==> src/rtl/axi4full_burst_master_if.sv <==
`default_nettype none
// ============================================================================
// Module  : axi4full_burst_master_if
// Purpose : AXI4-full master-side bus bundle (no ID fields) between a burst
//           master and the downstream 2x1 arbiter port.
// Revision: 1.0 - initial release
// ============================================================================
interface axi4full_burst_master_if #(
    parameter int DATA_WIDTH = 64,
    parameter int ADDR_WIDTH = 32,
    parameter int STRB_WIDTH = DATA_WIDTH / 8
);
    logic [ADDR_WIDTH-1:0] awaddr;
    logic [7:0]            awlen;
    logic [2:0]            awsize;
    logic [1:0]            awburst;
    logic                  awlock;
    logic [3:0]            awcache;
    logic [2:0]            awprot;
    logic                  awvalid;
    logic                  awready;

    logic [DATA_WIDTH-1:0] wdata;
    logic [STRB_WIDTH-1:0] wstrb;
    logic                  wlast;
    logic                  wvalid;
    logic                  wready;

    logic [1:0]            bresp;
    logic                  bvalid;
    logic                  bready;

    logic [ADDR_WIDTH-1:0] araddr;
    logic [7:0]            arlen;
    logic [2:0]            arsize;
    logic [1:0]            arburst;
    logic                  arlock;
    logic [3:0]            arcache;
    logic [2:0]            arprot;
    logic                  arvalid;
    logic                  arready;

    logic [DATA_WIDTH-1:0] rdata;
    logic [1:0]            rresp;
    logic                  rlast;
    logic                  rvalid;
    logic                  rready;

    modport master (
        output awaddr, awlen, awsize, awburst, awlock, awcache, awprot, awvalid,
        input  awready,
        output wdata, wstrb, wlast, wvalid,
        input  wready,
        input  bresp, bvalid,
        output bready,
        output araddr, arlen, arsize, arburst, arlock, arcache, arprot, arvalid,
        input  arready,
        input  rdata, rresp, rlast, rvalid,
        output rready
    );

    modport slave (
        input  awaddr, awlen, awsize, awburst, awlock, awcache, awprot, awvalid,
        output awready,
        input  wdata, wstrb, wlast, wvalid,
        output wready,
        output bresp, bvalid,
        input  bready,
        input  araddr, arlen, arsize, arburst, arlock, arcache, arprot, arvalid,
        output arready,
        output rdata, rresp, rlast, rvalid,
        input  rready
    );
endinterface
`default_nettype wire

==> src/rtl/axi4full_burst_master.sv <==
`default_nettype none
// ============================================================================
// Module  : axi4full_burst_master
// Purpose : Converts a simple client request into one AXI4 INCR burst.
//           Optional 4 KB crossing check: AXI4FULL_MASTER_BOUNDARY_CHK_EN.
// Revision: 1.0 - initial release
// ============================================================================
module axi4full_burst_master #(
    parameter int DATA_WIDTH = 64,
    parameter int ADDR_WIDTH = 32,
    parameter int STRB_WIDTH = DATA_WIDTH / 8
) (
    input  wire                   i_aclk,
    input  wire                   i_arsetn,
    input  wire                   i_req_valid,
    output logic                  o_req_ready,
    input  wire                   i_req_write,
    input  wire [ADDR_WIDTH-1:0]  i_req_addr,
    input  wire [7:0]             i_req_len,
    input  wire [2:0]             i_req_size,
    input  wire [DATA_WIDTH-1:0]  i_cw_data,
    input  wire [STRB_WIDTH-1:0]  i_cw_strb,
    input  wire                   i_cw_valid,
    output logic                  o_cw_ready,
    output logic [DATA_WIDTH-1:0] o_cr_data,
    output logic                  o_cr_valid,
    output logic                  o_cr_last,
    input  wire                   i_cr_ready,
    output logic                  o_done,
    output logic                  o_err,
    axi4full_burst_master_if.master io_axi
);

    typedef enum logic [2:0] {
        S_IDLE = 3'd0,
        S_AR   = 3'd1,
        S_R    = 3'd2,
        S_AW   = 3'd3,
        S_W    = 3'd4,
        S_B    = 3'd5,
        S_DONE = 3'd6
    } state_t;

    state_t                r_state;
    state_t                w_state_nxt;
    logic [ADDR_WIDTH-1:0] r_addr;
    logic [7:0]            r_len;
    logic [7:0]            r_cnt;
    logic [2:0]            r_size;
    logic                  r_err;

    logic w_accept;
    logic w_beat;
    logic w_err_set;
    logic w_cross;
    logic w_cnt_last;

    assign w_cnt_last = (r_cnt == r_len);

`ifdef AXI4FULL_MASTER_BOUNDARY_CHK_EN
    logic [ADDR_WIDTH-1:0] w_span;
    logic [ADDR_WIDTH-1:0] w_end;
    // Burst byte span is at most 256 << 7, so 9 bits shifted stays in range.
    assign w_span  = {{(ADDR_WIDTH-9){1'b0}}, ({1'b0, i_req_len} + 9'd1)} << i_req_size;
    assign w_end   = i_req_addr + w_span - ADDR_WIDTH'(1);
    assign w_cross = (i_req_addr[ADDR_WIDTH-1:12] != w_end[ADDR_WIDTH-1:12]);
`else
    assign w_cross = 1'b0;
`endif

    assign io_axi.awaddr  = r_addr;
    assign io_axi.awlen   = r_len;
    assign io_axi.awsize  = r_size;
    assign io_axi.awburst = 2'b01;
    assign io_axi.awlock  = 1'b0;
    assign io_axi.awcache = 4'b0000;
    assign io_axi.awprot  = 3'b000;
    assign io_axi.araddr  = r_addr;
    assign io_axi.arlen   = r_len;
    assign io_axi.arsize  = r_size;
    assign io_axi.arburst = 2'b01;
    assign io_axi.arlock  = 1'b0;
    assign io_axi.arcache = 4'b0000;
    assign io_axi.arprot  = 3'b000;

    always_ff @(posedge i_aclk or negedge i_arsetn) begin
        if (!i_arsetn) begin
            r_state <= S_IDLE;
            r_addr  <= '0;
            r_len   <= '0;
            r_size  <= '0;
            r_cnt   <= '0;
            r_err   <= 1'b0;
        end else begin
            r_state <= w_state_nxt;
            if (w_accept) begin
                r_addr <= i_req_addr;
                r_len  <= i_req_len;
                r_size <= i_req_size;
                r_cnt  <= '0;
                r_err  <= w_cross;
            end else begin
                if (w_beat)    r_cnt <= r_cnt + 8'd1;
                if (w_err_set) r_err <= 1'b1;
            end
        end
    end

    always_comb begin
        w_state_nxt    = r_state;
        w_accept       = 1'b0;
        w_beat         = 1'b0;
        w_err_set      = 1'b0;
        o_req_ready    = 1'b0;
        o_cw_ready     = 1'b0;
        o_cr_data      = '0;
        o_cr_valid     = 1'b0;
        o_cr_last      = 1'b0;
        o_done         = 1'b0;
        o_err          = 1'b0;
        io_axi.awvalid = 1'b0;
        io_axi.wdata   = '0;
        io_axi.wstrb   = '0;
        io_axi.wlast   = 1'b0;
        io_axi.wvalid  = 1'b0;
        io_axi.bready  = 1'b0;
        io_axi.arvalid = 1'b0;
        io_axi.rready  = 1'b0;
        case (r_state)
            S_IDLE: begin
                o_req_ready = 1'b1;
                if (i_req_valid) begin
                    w_accept = 1'b1;
                    if (w_cross)          w_state_nxt = S_DONE;
                    else if (i_req_write) w_state_nxt = S_AW;
                    else                  w_state_nxt = S_AR;
                end
            end
            S_AR: begin
                io_axi.arvalid = 1'b1;
                if (io_axi.arready) w_state_nxt = S_R;
            end
            S_R: begin
                o_cr_data     = io_axi.rdata;
                o_cr_valid    = io_axi.rvalid;
                o_cr_last     = w_cnt_last;
                io_axi.rready = i_cr_ready;
                if (io_axi.rvalid && i_cr_ready) begin
                    w_beat = 1'b1;
                    // An rlast that disagrees with our own beat count is a protocol error.
                    if ((io_axi.rresp != 2'b00) || (io_axi.rlast != w_cnt_last))
                        w_err_set = 1'b1;
                    if (w_cnt_last) w_state_nxt = S_DONE;
                end
            end
            S_AW: begin
                io_axi.awvalid = 1'b1;
                if (io_axi.awready) w_state_nxt = S_W;
            end
            S_W: begin
                io_axi.wvalid = i_cw_valid;
                io_axi.wdata  = i_cw_data;
                io_axi.wstrb  = i_cw_strb;
                io_axi.wlast  = w_cnt_last;
                o_cw_ready    = io_axi.wready;
                if (i_cw_valid && io_axi.wready) begin
                    w_beat = 1'b1;
                    if (w_cnt_last) w_state_nxt = S_B;
                end
            end
            S_B: begin
                io_axi.bready = 1'b1;
                if (io_axi.bvalid) begin
                    if (io_axi.bresp != 2'b00) w_err_set = 1'b1;
                    w_state_nxt = S_DONE;
                end
            end
            S_DONE: begin
                o_done      = 1'b1;
                o_err       = r_err;
                w_state_nxt = S_IDLE;
            end
            default: w_state_nxt = S_IDLE;
        endcase
    end

endmodule
`default_nettype wire

==> src/flat_wrapper.sv <==
// flat-port wrapper written by rule: the top's interface ports become plain ports
module axi4full_burst_master_flat 
#(
    parameter int DATA_WIDTH = 64,
    parameter int ADDR_WIDTH = 32,
    parameter int STRB_WIDTH = DATA_WIDTH / 8
)
  (i_aclk, i_arsetn, i_req_valid, o_req_ready, i_req_write, i_req_addr, i_req_len, i_req_size, i_cw_data, i_cw_strb, i_cw_valid, o_cw_ready, o_cr_data, o_cr_valid, o_cr_last, i_cr_ready, o_done, o_err, io_axi_awaddr, io_axi_awlen, io_axi_awsize, io_axi_awburst, io_axi_awlock, io_axi_awcache, io_axi_awprot, io_axi_awvalid, io_axi_awready, io_axi_wdata, io_axi_wstrb, io_axi_wlast, io_axi_wvalid, io_axi_wready, io_axi_bresp, io_axi_bvalid, io_axi_bready, io_axi_araddr, io_axi_arlen, io_axi_arsize, io_axi_arburst, io_axi_arlock, io_axi_arcache, io_axi_arprot, io_axi_arvalid, io_axi_arready, io_axi_rdata, io_axi_rresp, io_axi_rlast, io_axi_rvalid, io_axi_rready);
  axi4full_burst_master_if #(.DATA_WIDTH(DATA_WIDTH), .ADDR_WIDTH(ADDR_WIDTH), .STRB_WIDTH(STRB_WIDTH)) io_axi_i ();
  input  wire i_aclk;
  input  wire i_arsetn;
  input  wire i_req_valid;
  output logic o_req_ready;
  input  wire i_req_write;
  input  wire [ADDR_WIDTH-1:0] i_req_addr;
  input  wire [7:0] i_req_len;
  input  wire [2:0] i_req_size;
  input  wire [DATA_WIDTH-1:0] i_cw_data;
  input  wire [STRB_WIDTH-1:0] i_cw_strb;
  input  wire i_cw_valid;
  output logic o_cw_ready;
  output logic [DATA_WIDTH-1:0] o_cr_data;
  output logic o_cr_valid;
  output logic o_cr_last;
  input  wire i_cr_ready;
  output logic o_done;
  output logic o_err;
  output wire logic [$bits(io_axi_i.awaddr)-1:0] io_axi_awaddr;
  output wire logic [$bits(io_axi_i.awlen)-1:0] io_axi_awlen;
  output wire logic [$bits(io_axi_i.awsize)-1:0] io_axi_awsize;
  output wire logic [$bits(io_axi_i.awburst)-1:0] io_axi_awburst;
  output wire logic [$bits(io_axi_i.awlock)-1:0] io_axi_awlock;
  output wire logic [$bits(io_axi_i.awcache)-1:0] io_axi_awcache;
  output wire logic [$bits(io_axi_i.awprot)-1:0] io_axi_awprot;
  output wire logic [$bits(io_axi_i.awvalid)-1:0] io_axi_awvalid;
  input wire logic [$bits(io_axi_i.awready)-1:0] io_axi_awready;
  output wire logic [$bits(io_axi_i.wdata)-1:0] io_axi_wdata;
  output wire logic [$bits(io_axi_i.wstrb)-1:0] io_axi_wstrb;
  output wire logic [$bits(io_axi_i.wlast)-1:0] io_axi_wlast;
  output wire logic [$bits(io_axi_i.wvalid)-1:0] io_axi_wvalid;
  input wire logic [$bits(io_axi_i.wready)-1:0] io_axi_wready;
  input wire logic [$bits(io_axi_i.bresp)-1:0] io_axi_bresp;
  input wire logic [$bits(io_axi_i.bvalid)-1:0] io_axi_bvalid;
  output wire logic [$bits(io_axi_i.bready)-1:0] io_axi_bready;
  output wire logic [$bits(io_axi_i.araddr)-1:0] io_axi_araddr;
  output wire logic [$bits(io_axi_i.arlen)-1:0] io_axi_arlen;
  output wire logic [$bits(io_axi_i.arsize)-1:0] io_axi_arsize;
  output wire logic [$bits(io_axi_i.arburst)-1:0] io_axi_arburst;
  output wire logic [$bits(io_axi_i.arlock)-1:0] io_axi_arlock;
  output wire logic [$bits(io_axi_i.arcache)-1:0] io_axi_arcache;
  output wire logic [$bits(io_axi_i.arprot)-1:0] io_axi_arprot;
  output wire logic [$bits(io_axi_i.arvalid)-1:0] io_axi_arvalid;
  input wire logic [$bits(io_axi_i.arready)-1:0] io_axi_arready;
  input wire logic [$bits(io_axi_i.rdata)-1:0] io_axi_rdata;
  input wire logic [$bits(io_axi_i.rresp)-1:0] io_axi_rresp;
  input wire logic [$bits(io_axi_i.rlast)-1:0] io_axi_rlast;
  input wire logic [$bits(io_axi_i.rvalid)-1:0] io_axi_rvalid;
  output wire logic [$bits(io_axi_i.rready)-1:0] io_axi_rready;
  assign io_axi_awaddr = io_axi_i.awaddr;
  assign io_axi_awlen = io_axi_i.awlen;
  assign io_axi_awsize = io_axi_i.awsize;
  assign io_axi_awburst = io_axi_i.awburst;
  assign io_axi_awlock = io_axi_i.awlock;
  assign io_axi_awcache = io_axi_i.awcache;
  assign io_axi_awprot = io_axi_i.awprot;
  assign io_axi_awvalid = io_axi_i.awvalid;
  assign io_axi_i.awready = io_axi_awready;
  assign io_axi_wdata = io_axi_i.wdata;
  assign io_axi_wstrb = io_axi_i.wstrb;
  assign io_axi_wlast = io_axi_i.wlast;
  assign io_axi_wvalid = io_axi_i.wvalid;
  assign io_axi_i.wready = io_axi_wready;
  assign io_axi_i.bresp = io_axi_bresp;
  assign io_axi_i.bvalid = io_axi_bvalid;
  assign io_axi_bready = io_axi_i.bready;
  assign io_axi_araddr = io_axi_i.araddr;
  assign io_axi_arlen = io_axi_i.arlen;
  assign io_axi_arsize = io_axi_i.arsize;
  assign io_axi_arburst = io_axi_i.arburst;
  assign io_axi_arlock = io_axi_i.arlock;
  assign io_axi_arcache = io_axi_i.arcache;
  assign io_axi_arprot = io_axi_i.arprot;
  assign io_axi_arvalid = io_axi_i.arvalid;
  assign io_axi_i.arready = io_axi_arready;
  assign io_axi_i.rdata = io_axi_rdata;
  assign io_axi_i.rresp = io_axi_rresp;
  assign io_axi_i.rlast = io_axi_rlast;
  assign io_axi_i.rvalid = io_axi_rvalid;
  assign io_axi_rready = io_axi_i.rready;
  axi4full_burst_master #(.DATA_WIDTH(DATA_WIDTH), .ADDR_WIDTH(ADDR_WIDTH), .STRB_WIDTH(STRB_WIDTH)) u_core (.i_aclk(i_aclk), .i_arsetn(i_arsetn), .i_req_valid(i_req_valid), .o_req_ready(o_req_ready), .i_req_write(i_req_write), .i_req_addr(i_req_addr), .i_req_len(i_req_len), .i_req_size(i_req_size), .i_cw_data(i_cw_data), .i_cw_strb(i_cw_strb), .i_cw_valid(i_cw_valid), .o_cw_ready(o_cw_ready), .o_cr_data(o_cr_data), .o_cr_valid(o_cr_valid), .o_cr_last(o_cr_last), .i_cr_ready(i_cr_ready), .o_done(o_done), .o_err(o_err), .io_axi(io_axi_i));
endmodule
==> config.mk <==
export PLATFORM = sky130hd
export DESIGN_NAME = axi4full_burst_master_flat
export DESIGN_NICKNAME = d
export VERILOG_FILES = /design/src/rtl/axi4full_burst_master_if.sv /design/src/rtl/axi4full_burst_master.sv /design/src/flat_wrapper.sv
export SDC_FILE = /design/constraint.sdc
export NUM_CORES = 1
export LEC_CHECK = 0
export ABC_AREA = 1
export BUFFER_PORTS_ARGS = -buffer_cell sky130_fd_sc_hd__buf_2
export CAP_MARGIN = 40
export CORE_AREA = 5 5 171 173
export DETAILED_ROUTE_END_ITERATION = 16
export DIE_AREA = 0 0 176 178
export HOLD_SLACK_MARGIN = 0.15
export SLEW_MARGIN = 0
export SYNTH_ARGS = -nofsm -noshare
export SYNTH_HDL_FRONTEND = slang
export SYNTH_SLANG_ARGS = --single-unit
==> constraint.sdc <==
create_clock -name i_aclk -period 2.3 [get_ports i_aclk]
set_clock_uncertainty 0.15 [all_clocks]
set_input_delay 0.46 -clock i_aclk [delete_from_list [all_inputs] [get_ports i_aclk]]
set_output_delay 0.46 -clock i_aclk [all_outputs]
set_load 0.005 [all_outputs]
---- Yosys cells after proc, flatten, opt, wreduce, memory -nomap -nowiden ----
Index checks and enable logic that the tools add are counted.
word-level totals
  register bits ........................... 55
  latch bits .............................. 0
  RAM bits ................................ 0
  memory bits (read-only) ................. 0
  input bits .............................. 195
  output and inout bits ................... 254
  logic and storage cells ................. 71
  memories ................................ 0
cells by class
  add/sub/neg operators ................... 1
  multipliers ............................. 0
  divide/modulo/power cells ............... 0
  order comparisons ....................... 0
  equality and inequality tests ........... 16
  shift operators ......................... 0
  multiplexer cells ....................... 39
  bitwise operators ....................... 0
  reductions and logical operators ........ 9
operators with widths
  operator                                                         number
  64-bit two-way mux                                               2
  3-bit two-way mux                                                8
  8-bit two-way mux                                                3
  1-bit two-way mux                                                22
  3-bit one-hot mux with 6 select lines                            1
  3-bit == test, second input constant                             3
  8-bit by 1-bit adder with 8-bit output, second input constant    1
  8-bit == test                                                    1
  2-bit by 1-bit != test with 1-bit output, second input constant  4
  2-bit != test, second input constant                             4
  8-bit AND reduction                                              1
  2-bit nonzero test                                               4
  3-bit by 2-bit == test with 1-bit output, second input constant  2
  1-bit one-hot mux with 2 select lines                            2
  3-bit by 1-bit == test with 1-bit output, second input constant  1
  3-bit zero test                                                  1
  1-bit logical AND                                                2
  2-bit two-way mux                                                1
  1-bit logical OR                                                 1
  1-bit != test                                                    1

---- Depth between registers and ports, before layout ----
Gate-level depths: netlist of the first run.
  depth in word-level cells ............... 8
  gate-level depth with buffers ........... 12
  mapped depth without buffers ............ 12

---- Worst setup path after synthesis of the first run ----
OpenSTA, ideal clock, no wires.
  kind .................................... reg2out
  start point ............................. reg u_core.r_state[2]
  end point ............................... out o_cr_data[33]
  arrival time ............................ 1,249 ps
  path slack .............................. 441 ps
  stages on the path, launching flop included .. 6
  buffers on the path ..................... 2
  path through ............................ dfrtp_1 nor3_2 inv_1 buf_2 buf_2 nor2_1
on the way
  word-level cells in the longest chain between the ends .. 2
RTL lines
  what                                      RTL line                      text
  start: declaration                        axi4full_burst_master.sv:44   state_t r_state;
  start signal: assignment                  axi4full_burst_master.sv:95   r_state <= w_state_nxt;
  3-bit by 2-bit == test with 1-bit output  axi4full_burst_master.sv:129  case (r_state)
  64-bit two-way mux                        axi4full_burst_master.sv:129
  end: declaration                          flat_wrapper.sv:22            output logic [DATA_WIDTH-1:0] o_cr_data;
Every way passes these cells.

---- Worst setup path in the final report of the first run ----
  start point ............................. reg u_core.r_state[2]
  end point ............................... out io_axi_wstrb[3]
on the way
  word-level cells in the longest chain between the ends .. 2
RTL lines
  what               RTL line                      text
  3-bit == test      axi4full_burst_master.sv:129
  8-bit two-way mux  axi4full_burst_master.sv:129
  end: declaration   flat_wrapper.sv:38            output wire logic [$bits(io_axi_i.wstrb)-1:0] io_axi_wstrb;
Every way passes these cells.

==> results of run 1 <==
-- layout make-up --
type	count	area, µm²	area share, %
tap	346	433	6.50
clock buffer	6	129	1.94
multi-input combinational	382	1670	25.0
timing repair buffer	444	2350	35.3
clock inverter	2	60.1	0.902
inverter	168	636	9.55
sequential	55	1380	20.7
antenna	2	5.00	0.0752
-- worst min-delay path, cell delays in order --
cell and delay, ps:
buf_2 70, nand2_1 40, nand2_1 40
-- metrics by stage --
step | setup WS [ps] | area (µm²) | hold WS [ps] | utilization [%]
finish | 57.1 | 6660 | 202 | 24.2
global route | -40.0 | 6650 | 201 | 24.2
CTS | 8.19 | 6500 | 195 | 23.7
detailed placement | 248 | 6300 | 193 | 22.9
global placement | 240 | 6300 | 189 | 22.9
floorplan | 441 | 4190 | 14.4 | -
-- worst paths after layout --
path | startpoint | end | slack, ps | cells past startpoint
setup / recovery | u_core.r_state[2]$_DFFE_PN0P_ | io_axi_wstrb[3] | 60 | 6
min in group asynchronous | i_arsetn | u_core.io_axi.araddr[21]$_DFFE_PN0P_ | 420 | 2
setup reg to reg | u_core.r_cnt[2]$_DFFE_PN0P_ | u_core.r_state[1]$_DFFE_PN0P_ | 440 | 9
hold / removal | i_req_addr[20] | u_core.io_axi.araddr[20]$_DFFE_PN0P_ | 200 | 3
hold reg to reg | u_core.io_axi.araddr[2]$_DFFE_PN0P_ | u_core.io_axi.araddr[2]$_DFFE_PN0P_ | 350 | 2
max in group asynchronous | i_arsetn | u_core.io_axi.arlen[6]$_DFFE_PN0P_ | 1030 | 3
-- flip-flops by register name (all words and copies together) (netlist names) --
| name | count |
|---|---|
| u_core.io_axi.arsize | 3 |
| u_core.r_err | 1 |
| u_core.io_axi.araddr | 32 |
| u_core.r_state | 3 |
| u_core.io_axi.arlen | 8 |
| u_core.r_cnt | 8 |
-- synth_stat cells --
cell | number | area, µm²
nor3_1 | 4 | 20.0
nor4_1 | 3 | 18.8
nand2_1 | 156 | 586
clkbuf_1 | 5 | 18.8
nand3_2 | 3 | 30.0
o211ai_1 | 1 | 7.51
nor2_1 | 152 | 571
o21ai_1 | 6 | 30.0
inv_4 | 1 | 6.26
dfrtp_1 | 55 | 1380
xnor2_1 | 3 | 26.3
nor2_4 | 1 | 11.3
nand2_4 | 2 | 22.5
xor2_1 | 1 | 8.76
conb_1 | 2 | 7.51
o22ai_1 | 1 | 6.26
inv_2 | 4 | 15.0
nor2_2 | 1 | 6.26
nand3_1 | 5 | 25.0
a21oi_1 | 5 | 25.0
ha_1 | 1 | 12.5
nor3_2 | 1 | 10.0
buf_4 | 63 | 473
a311oi_1 | 1 | 8.76
clkinv_1 | 1 | 3.75
inv_1 | 162 | 608
o21ai_0 | 11 | 55.1
nor2_8 | 1 | 20.0
nand4_1 | 2 | 12.5
nand2_2 | 1 | 6.26
buf_2 | 19 | 95.1
-- metal layers --
metal	track usage (%)	vias up
li1	-	2575
met1	15.6	2310
met3	4.13	18
met2	23.2	267
met4	2.05	8
met5	0	-
-- cells by family after synthesis --
| logic type | count (synthesis) |
|---|---|
| buf+inv | 255 |
| flops | 55 |
| xor+xnor | 4 |
| fa+ha+maj | 1 |
| other cells | 2 |
| simple gates | 332 |
| compound gates | 25 |
-- what timing repair did --
action | 4_1_cts | 5_1_grt
setup endpoints to repair | 1 | 75
hold buffers | 1 | 0
pin swaps | 0 | 1
hold endpoints to repair | 8 | 0
cloned | 0 | 2
setup buffers | 0 | 4
resized for setup | 3 | 33
-- report_power, final --
part	switching [mW]	leakage, nW	internal (mW)
logic	2.22	3.83	1.63
registers	0.358	0.693	1.39
clock network	0.364	0.0911	0.626
==> impl_metrics.ini, run 1 <==
[status]
status = completed

[worst_setup_path]
max_stage_delay_ps = 480
crit_buf_inv = 4
criticalPathCategory = flip-flop to output pin
crit_path_end_kind = output pin
cp_cell_sequence = inv_2 -> nor2_4 -> inv_4 -> buf_16 -> nor2_2 -> buf_2
crit_fanout = 37
required_ps = 1690
cp_data_arrival_time_ps = 1630
slowest_stage = dfrtp_1
start_kind = flip-flop
crit_family = buffers and inverters

[pwr]
p_per_area_nw_per_um2 = 989
leakagePower_nw = 4.62
total_power_mw = 6.59
ir_drop_mv = 0.404

[global_route]
grt_pass1_vias = 5139
antenna_found_initial = 6
global_route.usage.total_pct = 13.0
grt_max_degree = 75
grt_overflow = 0
grt_pass1_wl_mm = 31.2

[sta]
fmax_mhz = 446
setup-tns-final_ps = 0
drv_slew = 0
period_needed_ps = 2240
hold_viol = 0
min_period_over_period_pct = 97.5
setup_viol = 0

[floorplan]
core-area_um2 = 27500
die_h_um = 178
die_area_um2 = 31300
start_util_pct = 15.0
io_pins = 449
num_rows = 61
die_x_um = 176

[detailed_routing]
wirelength_mm = 23.0
postRouteAntennaNets = 0
vias = 5178
drt-initial-drc-count = 256
routedWlPerCell_um = 16.4
met2_length_mm = 11.4
firstDrtPassIters = 4
drt-met1-wl_mm = 9.04
viasPerCell = 3.69
route.detailed.drc = 0
wl_met3_mm = 2.27
routed.top_layer = met5

[synth]
seq_area_frac_synth_pct = 33.4
yosys_warnings = 0
ys_types = 31
synth_fa_ha_area_share_pct = 0.303
syn_inst = 674
synth_mux_area_share_pct = 0
synth_top_family_by_area = simple AND/OR/NAND/NOR gates
avgSynthCellArea_um2 = 6.12
synth_compound_area_share_pct = 3.22
yosys.area_share.xor_xnor_pct = 0.850
ys_ff_latch = 55
synthSimpleGateAreaFrac_pct = 32.5
syn_area_um2 = 4120

[layout]
n_fill_cell = 3141
layout.nets = 1252
area_growth_pct = 61.5
final_common_cell = buf_2
final_cell_mix = buf_2 (426), inv_1 (158), nand2_1 (155), nor2_1 (128), dfrtp_1 (52)
fin_cells = 1405
layout-drive-gt1-share_pct = 47.0

[place]
dp_hpwl_mm = 19.3
port_buffers = 428
finalWeightedCongestion = 0.895
dp_cells = 1388

[clock_tree]
clkLatencyLatePin_ps = 290
numCtsBuffers = 5
htree_levels = 2
ctsRootBufferMaster = clkbuf_16
clk_pin_slew_ps = 70
clock_path_buffers = 2
cts_sinks = 55
cts_tree = built

[job]
cap_violations = 0

[hold_path]
hold_class = input pin to flip-flop
No activity file was read; power rests on OpenSTA's default activity.
==> inputs of run 2 (changes only) <==
- PLACE_DENSITY_LB_ADDON: unset -> 0.12
==> impl_metrics.ini, run 2 (synthesized netlist as in run 1, its figures left out) <==
[sta]
period_needed_ps = 2270
min_period_over_period_pct = 98.7
fmax_mhz = 441
drv_slew = 0
rsz0062_at_grt = true
finalWorstSetupSlack_ps = 30.6
hold_viol = 0
setup_viol = 0

[pwr]
ir_drop_mv = 0.368
leakagePower_nw = 4.61
p_per_area_nw_per_um2 = 973

[layout]
layout.nets = 1251
final_cell_mix = buf_2 (426), inv_1 (158), nand2_1 (155), nor2_1 (116), dfrtp_1 (55)
multiInputGateArea_um2 = 1720
layout-drive-gt1-share_pct = 47.9
regArea_um2 = 1380
n_fill_cell = 3237
antenna_cells = 0
final_area_um2 = 6680
largest_reg_flops = 32
final_common_cell = buf_2
area_growth_pct = 62.0

[clock_tree]
htree_levels = 2
cts_tree = built
clkLatencyLatePin_ps = 300
cts_sinks = 55
numCtsBuffers = 5
clk_pin_slew_ps = 80
clock_path_buffers = 2
ctsRootBufferMaster = clkbuf_16

[worst_setup_path]
required_ps = 1690
crit_fanout = 38
crit_path_end_kind = output pin
cp_data_arrival_time_ps = 1660
start_kind = flip-flop
criticalPathCategory = flip-flop to output pin

[global_route]
grt_pass1_wl_mm = 30.3
grt_overflow = 0
grt_pass1_vias = 4882
grt_max_degree = 76
global_route.usage.total_pct = 12.5
antenna_found_initial = 6

[floorplan]
num_rows = 61
die_x_um = 176
die_area_um2 = 31300
start_util_pct = 15.0
die_h_um = 178
core-area_um2 = 27500
io_pins = 449

[hold_path]
hold_class = input pin to flip-flop

[detailed_routing]
postRouteAntennaNets = 0
routedWlPerCell_um = 15.9
viasPerCell = 3.58
vias = 5020
route.detailed.drc = 0
wirelength_mm = 22.2
firstDrtPassIters = 4
drt-initial-drc-count = 173

[place]
dp_slack_ps = 278
port_buffers = 428
dp_hpwl_mm = 18.4
placed_area_um2 = 6300
finalWeightedCongestion = 0.821

[job]
cap_violations = 0

[status]
status = completed
==> run 2: cell types whose count changed in the layout (fill, tap and decap cells not counted), moves of 2 or more <==
cell / delta
nor2_2: +8
dfrtp_1: +3
dfrtp_2: -3
buf_4: -2
nor2_1: -12
nor2_4: +4
diode_2: -2
==> run 2: per-stage QoR <==
step	setup TNS [ps]	hold slack, ps	total power, mW	std cells	util, %
finish	0	197	6.50	1402	24.3
global route	-1550	196	7.12	1402	24.3
CTS	0	188	6.48	1397	23.6
detailed placement	0	311	5.49	1388	22.9
global placement	0	308	5.52	1388	22.9
floorplan	0	14.4	3.86	692	-
==> run 2: final cells by class <==
cell class	count	area share (%)
timing repair buffer	443	35.1
sequential	55	20.6
clock buffer	5	1.87
multi-input combinational	382	25.7
clock inverter	3	0.693
tap	346	6.48
inverter	168	9.52
==> run 2: layer usage <==
metal  track usage, %  share of wire [%]
met1             14.6                 39
met2             22.9                 51
met3             3.67                8.4
met4             2.53                1.6
met5                0               0.31
==> run 2: timing repair <==
action | in CTS | in global routing
gates cloned | 0 | 2
setup buffers | 0 | 3
pin swaps | 0 | 1
hold buffers | 1 | 0
setup endpoints to repair | 10 | 63
endpoints found under the hold margin | 17 | 0
resized for setup | 5 | 44
==> run 2: path summary, 6_finish.rpt <==
check / from / endpoint / slack, ps / cells after the start
max reg2reg: u_core.r_state[1]$_DFFE_PN0P_ / u_core.r_cnt[7]$_DFFE_PN0P_ / 500 / 11
min in group asynchronous: i_arsetn / u_core.io_axi.arlen[5]$_DFFE_PN0P_ / 500 / 2
max in group asynchronous: i_arsetn / u_core.r_err$_DFFE_PN0P_ / 960 / 3
max: u_core.r_state[1]$_DFFE_PN0P_ / io_axi_wdata[27] / 30 / 7
min: i_req_addr[10] / u_core.io_axi.araddr[10]$_DFFE_PN0P_ / 200 / 3
min reg2reg: u_core.io_axi.araddr[3]$_DFFE_PN0P_ / u_core.io_axi.araddr[3]$_DFFE_PN0P_ / 350 / 2
==> run 2: critical path: stages, from the launching register on <==
cell	delay, ps
dfrtp_1	400
inv_2	120
nand2_2	100
nor2_4	170
inv_4	90
buf_16	190
nor2_2	130
buf_2	140
==> run 2: power breakdown <==
| group | total, mW | leakage, nW | internal, mW | switching [mW] |
|---|---|---|---|---|
| clock network | 0.906 | 0.0804 | 0.519 | 0.387 |
| registers | 1.77 | 0.696 | 1.38 | 0.384 |
| logic | 3.83 | 3.83 | 1.63 | 2.19 |
| total | 6.50 | 4.61 | 3.53 | 2.97 |
==> inputs of run 3 (changes only) <==
- ABC_AREA: 1 -> unset
- CORE_AREA: 5 5 171 173 -> 5 5 173 175
- DIE_AREA: 0 0 176 178 -> 0 0 178 180
==> impl_metrics.ini, run 3 <==
[sta]
min_period_over_period_pct = 97.7
relSlewSlack_pct = 63.3
rsz0062_at_grt = true
whs_ps = 195
tightest_slew_ps = 551
period_needed_ps = 2250
setup_viol = 0
fmax_mhz = 445
hold_viol = 0
drv_slew = 0

[worst_setup_path]
criticalPathCategory = flip-flop to output pin
required_ps = 1690
cp_data_arrival_time_ps = 1640
path_depth = 5
start_kind = flip-flop
rr_worst_depth = 6
slowest_stage = dfrtp_2
crit_buf_inv = 2
crit_fanout = 3
crit_family = simple AND/OR/NAND/NOR gates
cp_cell_sequence = xor2_1 -> nor4_1 -> buf_4 -> and3_1 -> buf_2
max_stage_delay_ps = 410
crit_path_end_kind = output pin

[place]
dp_cells = 1253
port_buffers = 428
finalWeightedCongestion = 0.883
dp_hpwl_mm = 17.8

[pwr]
ir_drop_mv = 0.294
p_int_mw = 3.79
seqPwrFrac_pct = 26.5
p_comb_share_pct = 60.9
p_per_area_nw_per_um2 = 1000
total_power_mw = 6.53
leakagePower_nw = 3.93
swShare_pct = 41.9
switchingPower_mw = 2.74
power_frac_clock_pct = 12.6

[status]
status = completed

[synth]
yosys_warnings = 0
synth_fa_ha_area_share_pct = 0.321
ys_ff_latch = 55
yosys.area_share.xor_xnor_pct = 2.03
synthSimpleGateAreaFrac_pct = 41.4
syn_area_um2 = 3890
ys_top_cells_by_count = and2_1 (143), nand2_1 (135), buf_4 (63)
ys_types = 36
ys_async_sr_fraction_pct = 100
yosysTopAreaCell = dfrtp_1
synth_mux_area_share_pct = 0.771
synth_compound_area_share_pct = 3.86
syn_inst = 500
synth_edf_count = 0
synthFlopType = dfrtp_1
synth_top_family_by_area = simple AND/OR/NAND/NOR gates
synth_top_area_share_pct = 35.4
seq_area_frac_synth_pct = 35.4
yosysMostFrequentCell = and2_1
avgSynthCellArea_um2 = 7.78
synth_area_leaders = dfrtp_1 (35%), and2_1 (23%), nand2_1 (13%)

[job]
cap_violations = 0

[floorplan]
start_util_pct = 13.7
die_x_um = 178
die_area_um2 = 32000
num_rows = 62
io_pins = 449
die_h_um = 180
core-area_um2 = 28300

[global_route]
grt_overflow = 0
global_route.usage.total_pct = 12.8
grt_max_degree = 52
grt_pass1_vias = 4679
antenna_found_initial = 4
grt_pass1_wl_mm = 30.6

[clock_tree]
clk_pin_slew_ps = 80
ctsRootBufferMaster = clkbuf_16
clock_path_buffers = 2
cts_sinks = 55
numCtsBuffers = 5
clkLatencyLatePin_ps = 300
htree_levels = 2
cts_tree = built

[layout]
final_cell_mix = buf_2 (427), and2_1 (142), nand2_1 (134), dfrtp_1 (51), buf_4 (24)
area_growth_pct = 67.0
final_common_cell = buf_2
layout.nets = 1089
fin_cells = 1278
largest_reg_flops = 32
n_fill_cell = 3172
final_core_util_pct = 23.0
layout-drive-gt1-share_pct = 53.5

[detailed_routing]
routedWlPerCell_um = 17.1
drt-initial-drc-count = 173
vias = 4537
wirelength_mm = 21.8
postRouteAntennaNets = 0
viasPerCell = 3.55
firstDrtPassIters = 4
route.detailed.drc = 0

[hold_path]
hold_class = input pin to flip-flop
holdPathStages = 3
[run 3: changes by cell type in the layout (fill, tap and decap cells not counted), moves of 8 or more]
cell     change
nor2_2      -31
inv_1      -154
buf_4       +15
and2_1     +142
xor2_1       +8
nor2_1     -110
nand2_1     -21
o21ai_0      -8
[run 3: routing by layer]
| layer | vias up | GRT usage, % | part of all wire [%] |
|---|---|---|---|
| met1 | 2017 | 13.6 | 36 |
| met2 | 230 | 23.8 | 52 |
| met3 | 38 | 2.48 | 7.9 |
| met4 | 4 | 5.88 | 4.5 |
| met5 | - | 0 | 0.12 |
| li1 | 2248 | - | - |
[run 3: kinds of logic after synthesis]
| kind of cell | after synthesis |
|---|---|
| and+or+nand+nor | 310 |
| buffers and inverters | 97 |
| DFF | 55 |
| AOI/OAI and AO/OA | 23 |
| xor gates and xnor gates | 9 |
| muxes | 3 |
| other | 2 |
| adders and majority gates | 1 |
[run 3: stage by stage]
stage	TNS (ps)	setup slack, ps	area, µm²
5_1_grt	-142	-76.5	6500
3_3_place_gp	0	243	6150
4_1_cts	0	0.588	6440
6_report	0	52.6	6500
3_5_place_dp	0	267	6150
2_1_floorplan	0	346	3960
[run 3: area by class of cell]
cell class / count / area [µm²] / area share, %
Multi-Input combinational cell: 366 / 1970 / 30.3
Sequential cell: 55 / 1380 / 21.3
Antenna cell: 1 / 2.50 / 0.0385
Tap cell: 384 / 480 / 7.39
Clock inverter: 1 / 8.76 / 0.135
Clock buffer: 6 / 139 / 2.14
Timing Repair Buffer: 461 / 2500 / 38.5
Inverter: 4 / 15.0 / 0.231
[run 3: power groups by stage]
stage | logic, mW | clock network, mW | registers [mW]
4_1_cts | 4.01 | 0.871 | 1.77
2_1_floorplan | 2.18 | 0 | 1.73
6_report | 3.98 | 0.822 | 1.73
3_5_place_dp | 3.78 | 0 | 1.81
5_1_grt | 4.46 | 0.901 | 1.81
3_3_place_gp | 3.82 | 0 | 1.81
[run 3: worst reg2reg max path: stages, from the launching register on]
cell and delay, ps:
dfrtp_2 450, nor3b_4 230, buf_6 170, a32oi_1 110, buf_4 170, or4_1 500, a21oi_1 150
[run 3: worst paths after layout]
kind	start	endpoint	slack (ps)
max	u_core.io_axi.arlen[0]$_DFFE_PN0P_	o_cr_last	50
min	i_req_addr[17]	u_core.io_axi.araddr[17]$_DFFE_PN0P_	190
max reg2reg	u_core.r_state[0]$_DFFE_PN0P_	u_core.r_cnt[5]$_DFFE_PN0P_	300
min reg2reg	u_core.io_axi.araddr[25]$_DFFE_PN0P_	u_core.io_axi.araddr[25]$_DFFE_PN0P_	340
max in group asynchronous	i_arsetn	u_core.r_state[1]$_DFFE_PN0P_	900
min in group asynchronous	i_arsetn	u_core.io_axi.araddr[28]$_DFFE_PN0P_	510
[run 3: what timing repair did]
action / 4_1_cts / 5_1_grt
gates cloned: 2 / 0
endpoints found under the hold margin: 18 / 0
hold buffers: 1 / 0
endpoints found under the setup margin: 86 / 65
pin swaps: 1 / 5
resized for setup: 3 / 9
setup buffers: 9 / 5
